<file path="config.mk">
export PLATFORM = sky130hd
export DESIGN_NAME = alu_cmd_queue
export DESIGN_NICKNAME = d
export VERILOG_FILES = /design/src/rtl/alu_pkg.sv /design/src/rtl/sync_fifo.sv /design/src/rtl/alu_cmd_queue.sv
export SDC_FILE = /design/constraint.sdc
export NUM_CORES = 1
export LEC_CHECK = 0
export CAP_MARGIN = 20
export CORE_ASPECT_RATIO = 1.4
export CORE_MARGIN = 3
export CORE_UTILIZATION = 53
export CTS_BUF_LIST = sky130_fd_sc_hd__clkbuf_8 sky130_fd_sc_hd__clkbuf_16
export CTS_CLUSTER_SIZE = 24
export DETAILED_ROUTE_END_ITERATION = 8
export PLACE_DENSITY_LB_ADDON = 0.2
export SYNTH_ARGS = -nofsm -noshare
export SYNTH_HDL_FRONTEND = slang
export SYNTH_SLANG_ARGS = --single-unit
</file>
<file path="constraint.sdc">
create_clock -name clk -period 2.9 [get_ports clk]
set_input_delay 0.435 -clock clk [delete_from_list [all_inputs] [get_ports clk]]
set_output_delay 0.435 -clock clk [all_outputs]
set_load 0.01 [all_outputs]
</file>
<file path="src/rtl/alu_pkg.sv">
// Shared ALU command definitions: opcode encoding, operand widths and the
// packed command layout used on the queue-to-ALU interface.
package alu_pkg;

  typedef enum logic [1:0] {
    ADD = 2'd0,
    SUB = 2'd1,
    MUL = 2'd2,
    XOR = 2'd3
  } alu_op_e;

  localparam int OPND_W = 4;
  localparam int OP_W   = 2;
  localparam int CMD_W  = OP_W + 2 * OPND_W;

  localparam int A_LSB  = 0;
  localparam int B_LSB  = A_LSB + OPND_W;
  localparam int OP_LSB = B_LSB + OPND_W;

  // Field order gives a at [3:0], b at [7:4], op at [9:8].
  typedef struct packed {
    alu_op_e             op;
    logic [OPND_W-1:0]   b;
    logic [OPND_W-1:0]   a;
  } alu_cmd_t;

  function automatic alu_cmd_t pack_cmd(logic [OP_W-1:0] op,
                                        logic [OPND_W-1:0] a,
                                        logic [OPND_W-1:0] b);
    alu_cmd_t c;
    c.op = alu_op_e'(op);
    c.b  = b;
    c.a  = a;
    return c;
  endfunction

endpackage

</file>
<file path="src/rtl/sync_fifo.sv">
// Single-clock FIFO with valid/ready on both sides. Occupancy is a register,
// so wready/rvalid depend only on state and never on same-cycle inputs.
module sync_fifo #(
  parameter int WIDTH = 8,
  parameter int DEPTH = 4
) (
  input  logic                     clk,
  input  logic                     reset,
  input  logic                     wvalid,
  output logic                     wready,
  input  logic [WIDTH-1:0]         wdata,
  output logic                     rvalid,
  input  logic                     rready,
  output logic [WIDTH-1:0]         rdata,
  output logic [$clog2(DEPTH):0]   level
);

  localparam int AW = $clog2(DEPTH);
  localparam int LW = AW + 1;

  logic [WIDTH-1:0] mem [DEPTH];
  logic [AW-1:0]    wptr, rptr;
  logic [LW-1:0]    count;
  logic             push, pop;

  assign wready = (count != LW'(DEPTH));
  assign rvalid = (count != '0);
  assign push   = wvalid && wready;
  assign pop    = rvalid && rready;
  assign rdata  = mem[rptr];
  assign level  = count;

  // Storage is cleared on reset so rdata is never X, even while empty.
  always_ff @(posedge clk) begin
    if (reset) begin
      for (int i = 0; i < DEPTH; i++) mem[i] <= '0;
    end else if (push) begin
      mem[wptr] <= wdata;
    end
  end

  // Pointers are exactly AW bits wide, so increment wraps modulo DEPTH.
  always_ff @(posedge clk) begin
    if (reset) begin
      wptr  <= '0;
      rptr  <= '0;
      count <= '0;
    end else begin
      if (push) wptr <= wptr + AW'(1);
      if (pop)  rptr <= rptr + AW'(1);
      unique case ({push, pop})
        2'b10:   count <= count + LW'(1);
        2'b01:   count <= count - LW'(1);
        default: count <= count;
      endcase
    end
  end

endmodule

</file>
<file path="src/rtl/alu_cmd_queue.sv">
// Buffers host ALU commands in order, packs them into the shared command
// layout and counts commands handed to the ALU.
module alu_cmd_queue
  import alu_pkg::*;
#(
  parameter int DEPTH = 4,
  parameter int CNT_W = 8
) (
  input  logic                     clk,
  input  logic                     reset,
  input  logic                     in_valid,
  output logic                     in_ready,
  input  logic [OP_W-1:0]          in_op,
  input  logic [OPND_W-1:0]        in_a,
  input  logic [OPND_W-1:0]        in_b,
  output logic                     rvalid,
  output logic [CMD_W-1:0]         rdata,
  input  logic                     rready,
  output logic [$clog2(DEPTH):0]   level,
  output logic [CNT_W-1:0]         issued
);

  alu_cmd_t cmd;

  assign cmd = pack_cmd(in_op, in_a, in_b);

  sync_fifo #(
    .WIDTH (CMD_W),
    .DEPTH (DEPTH)
  ) u_fifo (
    .clk    (clk),
    .reset  (reset),
    .wvalid (in_valid),
    .wready (in_ready),
    .wdata  (cmd),
    .rvalid (rvalid),
    .rready (rready),
    .rdata  (rdata),
    .level  (level)
  );

  // Free-running wrap at 2^CNT_W is intended.
  always_ff @(posedge clk) begin
    if (reset)                issued <= '0;
    else if (rvalid && rready) issued <= issued + CNT_W'(1);
  end

endmodule

</file>
# Yosys cells after proc, flatten, opt, wreduce, memory -nomap -nowiden
# Memories as Yosys holds them, arrays and structs flattened. A register that Yosys moved wholly into a read port is not among the register bits.
# Cells that the tools add are included.
# totals
in_bits,14
mem_count,1
reg_bits,15
ramBits,40
output_inout_bits,23
# classes
n_reduce_logical,5
muxes,11
n_eq_ne,3
n_addsub,5
# mem_list
name,depth,width,rd,rd_clocked_by_memory_dff,wr,line,source
u_fifo.mem,4,10,1,1,4,sync_fifo.sv:21,logic [WIDTH-1:0] mem [DEPTH];
# op_table
operator,count
$mux 10,1
$reduce_or 10->1,1
$add 8x1->8 const B,1
$mux 1,6
$mux 2,3
$pmux 3 s2,1
$add 2x1->2 const B,2
$add 3x1->3 const B,1
$ne 3x3->1 const B,1
$reduce_bool 3->1,1
$sub 3x1->3 const B,1
$eq 2x1->1 const B,1
$eq 2x2->1 const B,1
$logic_and 1x1->1,2
$reduce_bool 2->1,1

# Longest topological paths before layout
# Gate-level depths: netlist (run 1).
# depth
word_depth,7
depth_mapped,10

# By module
# Synthesis (run 1) repeated with hierarchy kept, for this count alone.
# unflattened
hier_cells,186
hier_area_um2,2519.9
# by_module_without_submodules
module,area_per_inst_um2,cells_each,seq_area_each_um2,instances
sync_fifo,2173.3,146,1381.3,1
alu_cmd_queue,346.6,40,160.2,1

# Worst setup path after synthesis (run 1)
# Ideal clock, no wire load.
# synth_path
path_kind,reg-to-reg
from,"register u_fifo.count[2], in the netlist u_fifo.level[2]"
to,"register u_fifo.count[2], in the netlist u_fifo.level[2]"
stages_incl_launch_ff,10
t_arrival_ps,2324
path_slack_ps,506
n_path_buf,0
path_cell_list,dfxtp_1 -> nor3b_2 -> inv_1 -> nand2_1 -> ha_1 -> inv_1 -> fa_1 -> xor2_1 -> or3_1 -> a21oi_1
# synth_between
elab_chain_len,4
word_cells_on_any_way,10
# synth_rtl
element,line,source
start: declaration,sync_fifo.sv:23,logic [LW-1:0] count;
start signal: assignment,sync_fifo.sv:52,2'b10: count <= count + LW'(1);
start signal: assignment,sync_fifo.sv:53,2'b01: count <= count - LW'(1);
start signal: assignment,sync_fifo.sv:54,default: count <= count;
$ne 3x3->1 *,sync_fifo.sv:26,assign wready = (count != LW'(DEPTH));
net in_ready,alu_cmd_queue.sv:12,"output logic in_ready,"
$logic_and 1x1->1 *,sync_fifo.sv:28,assign push = wvalid && wready;
$eq 2x1->1 / $eq 2x2->1 (equally long branches),sync_fifo.sv:51,"unique case ({push, pop})"
$pmux 3 s2 / $reduce_bool 2->1 (equally long branches),n/a,
# Mark *: on every way through the listed nets, which the timed path passes. The rest lies on a longest branch.
# A chain may end at the register's enable or synchronous reset.

# Final worst setup path (run 1)
# layout_path
from,"register u_fifo.count[2], in the netlist u_fifo.level[2]"
to,"register u_fifo.count[2], in the netlist u_fifo.level[2]"
# layout_between
elab_chain_len,4
word_cells_on_any_way,10
# layout_rtl
element,line
$ne 3x3->1 / $reduce_bool 3->1 (equally long branches),"sync_fifo.sv:26, sync_fifo.sv:27"
"$logic_and 1x1->1, on equally long branches","sync_fifo.sv:28, sync_fifo.sv:29"
$eq 2x1->1 / $eq 2x2->1 (equally long branches),sync_fifo.sv:51
$pmux 3 s2 / $reduce_bool 2->1 (equally long branches),n/a
# Parallel ways exist; a longest one is shown, timed or not.

==> results of run 1 <==
==> where the power goes <==
part | switching (mW) | total (mW) | leakage [nW] | internal [mW]
logic | 0.306 | 0.682 | 0.500 | 0.376
clock network | 0.289 | 0.669 | 0.0981 | 0.380
registers | 0.0910 | 1.07 | 0.555 | 0.979
total | 0.686 | 2.42 | 1.15 | 1.74
==> cell usage after synthesis <==
cell / count
and2_1: 40
edfxtp_1: 40
dfxtp_1: 17
mux4_2: 10
nor2_1: 10
a21oi_1: 9
inv_1: 8
o21ai_0: 5
or3_1: 5
xor2_1: 5
buf_2: 3
clkbuf_1: 3
nand2_1: 3
nand2b_1: 3
o31ai_1: 3
or4_1: 3
ha_1: 2
nand3_1: 2
nand4_1: 2
nor3_1: 2
a41o_1: 1
buf_1: 1
fa_1: 1
mux2i_1: 1
nor3b_2: 1
nor4_1: 1
nor4b_2: 1
o21bai_1: 1
o311ai_0: 1
o311ai_1: 1
o31ai_4: 1
or2_2: 1
xnor2_1: 1
==> area by class of cell <==
type                    count  area, um2  area share (%)
clock inverters             7       53.8            1.71
inverters                   8       30.0           0.953
well taps                  62       77.6            2.46
multi-input cells         116        926            29.4
flip-flops and latches     57       1540            48.9
repair buffers             41        398            12.6
clock buffers               9        124            3.93
==> worst max-delay path, stage by stage (launching register included) <==
cell     delay, ns
dfxtp_1       0.49
nor3b_2       0.52
inv_1         0.15
nand2_1       0.13
ha_1          0.19
inv_1         0.06
fa_1          0.37
xor2_1        0.16
or3_1         0.31
a21oi_1       0.14
==> sequential cells by signal, indices dropped and copies added, names as in the netlist, named ones only <==
name,flops
issued,8
u_fifo.rptr,2
u_fifo.level,3
u_fifo.wptr,2
u_fifo.mem,40
==> layout by cell type, fill, tap and decap left out, types with 3 or more instances in the layout <==
cell | netlist | routed
dfxtp_1 | 17 | 17
or3_1 | 5 | 5
nor2_1 | 10 | 10
o21ai_0 | 5 | 5
buf_4 | 0 | 5
edfxtp_1 | 40 | 40
clkinv_1 | 0 | 3
inv_1 | 8 | 10
nand2_1 | 3 | 3
clkbuf_8 | 0 | 9
a21oi_1 | 9 | 9
mux4_2 | 10 | 10
or4_1 | 3 | 3
clkdlybuf4s50_1 | 0 | 36
o31ai_1 | 3 | 3
xor2_1 | 5 | 5
nand2b_1 | 3 | 3
and2_1 | 40 | 40
==> per-stage QoR <==
step	util, %	setup WS [ns]	std cells
after floorplan	-	0.506	188
after global placement	65.0	0.426	284
after detailed placement	65.0	0.336	284
after CTS	68.9	0.327	300
after global routing	68.9	0.0233	300
final	68.9	0.325	300
==> how the worst max path moves through the flow <==
stage / slack [ns] / endpoint
6_report: 0.32 / u_fifo.level[2]$_SDFFE_PP0P_
3_5_place_dp: 0.34 / u_fifo.level[2]$_SDFFE_PP0P_
2_1_floorplan: 0.51 / u_fifo.level[2]$_SDFFE_PP0P_
4_1_cts: 0.33 / u_fifo.level[2]$_SDFFE_PP0P_
5_1_grt: 0.02 / u_fifo.level[2]$_SDFFE_PP0P_
3_3_place_gp: 0.43 / u_fifo.level[2]$_SDFFE_PP0P_
==> logic make-up after synthesis <==
group / after synthesis / share of synthesized area [%]
AOI/OAI and AO/OA: 22 / 5.89
xor gates and xnor gates: 6 / 2.08
adders and majority gates: 3 / 1.78
buffers and inverters: 15 / 2.38
DFF: 57 / 61.0
muxes: 11 / 9.31
and+or+nand+nor: 74 / 17.6
==> per-layer routing <==
metal  global-route usage [%]  wire length [um]
met2                     37.8              2890
met1                     22.4              2000
met5                        0                 0
met4                     7.50                41
met3                     6.93               225
==> results.cfg, run 1 <==
[place]
place_hpwl_um = 3550
place_area_mm2 = 0.00297
place_congestion = 0.762
numPortBuffers = 36

[worst_setup_path]
crit_path_start = u_fifo.level[2]$_SDFFE_PP0P_
r2r_start = u_fifo.level[2]$_SDFFE_PP0P_
crit_required_ns = 3.15
r2r_setup_slack_ns = 0.32
reg2regPathDepth = 9
worstPathMaxFanout = 9
arrival_ns = 2.83
reg2reg_to = u_fifo.level[2]$_SDFFE_PP0P_
worstSetupEndpointType = flop
startpoint_type = flop
critical_path_class = flop to flop

[global_route]
grt_max_degree = 21
grt.overflow.total = 0
antenna_found_initial = 0
grt_pass1_wl_um = 8550
grt.total_usage_pct = 20.8
grt_pass1_vias = 1756

[routing]
route.detailed.drc = 0
vias_per_cell = 5.41
dr.pass1.iters = 4
detail-route-antenna-nets = 0
routedWlPerCell_um = 17.2
dr.first_iter.drc_count = 52
num_vias = 1624
wirelength_um = 5150

[sta]
fmax_mhz = 388
final_hold_viol_count = 0
slew_headroom_pct = 29.2
drv_slew = 0
hold_ws_ns = 0.519
fin_worst_skew_ns = 0.00450
fin_setup_tns_ns = 0
period_share_pct = 88.8
setup_viol = 0
worst_pin_slew_ns = 1.06
rsz0062_at_grt = false
period_minus_slack_ns = 2.58

[layout]
num-nets-final = 250
n_fill_cell = 373
drive_gt1_share_pct = 12.6
post-route-cell-area_mm2 = 0.00315
num_antenna_cells = 0
area_growth_pct = 24.7

[min_path]
hold_end = issued[7]$_SDFFE_PP0P_
hp-start = issued[7]$_SDFFE_PP0P_
hold_class = flop to flop
min_path_cells = 2

[power_and_ir_drop]
p_per_area_mw_per_mm2 = 768
irDropWorstVdd_mv = 0.566
p_total_mw = 2.42
p_leak_nw = 1.15

[clock_network]
clock-root-buffer = clkbuf_8
post_cts_buffers = 0
h-tree-depth = 3
clock_sinks = 57
clockBufferDepth = 2
path_clk_slew_ns = 0.06
cts_made_buffers = 9
cts_hold_buffers = 0
cts_resized = 0
tritoncts = done
clock_latency_ns = 0.32

[outcome]
status = complete, no violations

[yosys]
synthesis.area_mm2 = 0.00253
ys_warn_count = 0
synth_top_area_share_pct = 47.5
ys_ff_latch = 57
yosys-top-cells-area = edfxtp_1 48%, dfxtp_1 13%, and2_1 9.9%
yosys.area.top_type = edfxtp_1
syn_inst = 188
synth_cell_types = 33
syn_nets = 205
yosysSeqAreaShare_pct = 61.0
syn_area_per_cell_um2 = 13.4

[floorplan]
initial_core_util_pct = 55.3
std_cell_rows = 29
die_y_um = 87.7
die-area_mm2 = 0.00564
die_w_um = 64.4
io_pins = 37
core_area_mm2 = 0.00457

[job]
cap_violations = 0
Power figures use the tool's default switching activity.
==> inputs of run 2 (changes only) <==
--- a/config.mk
+++ b/config.mk
@@ -13,6 +13,7 @@
 export CTS_CLUSTER_SIZE = 24
 export DETAILED_ROUTE_END_ITERATION = 8
 export PLACE_DENSITY_LB_ADDON = 0.2
+export SETUP_SLACK_MARGIN = 0.02
 export SYNTH_ARGS = -nofsm -noshare
 export SYNTH_HDL_FRONTEND = slang
 export SYNTH_SLANG_ARGS = --single-unit
==> results of run 2 <==
The final DEF is identical to that of run 1; final timing and power are the same.
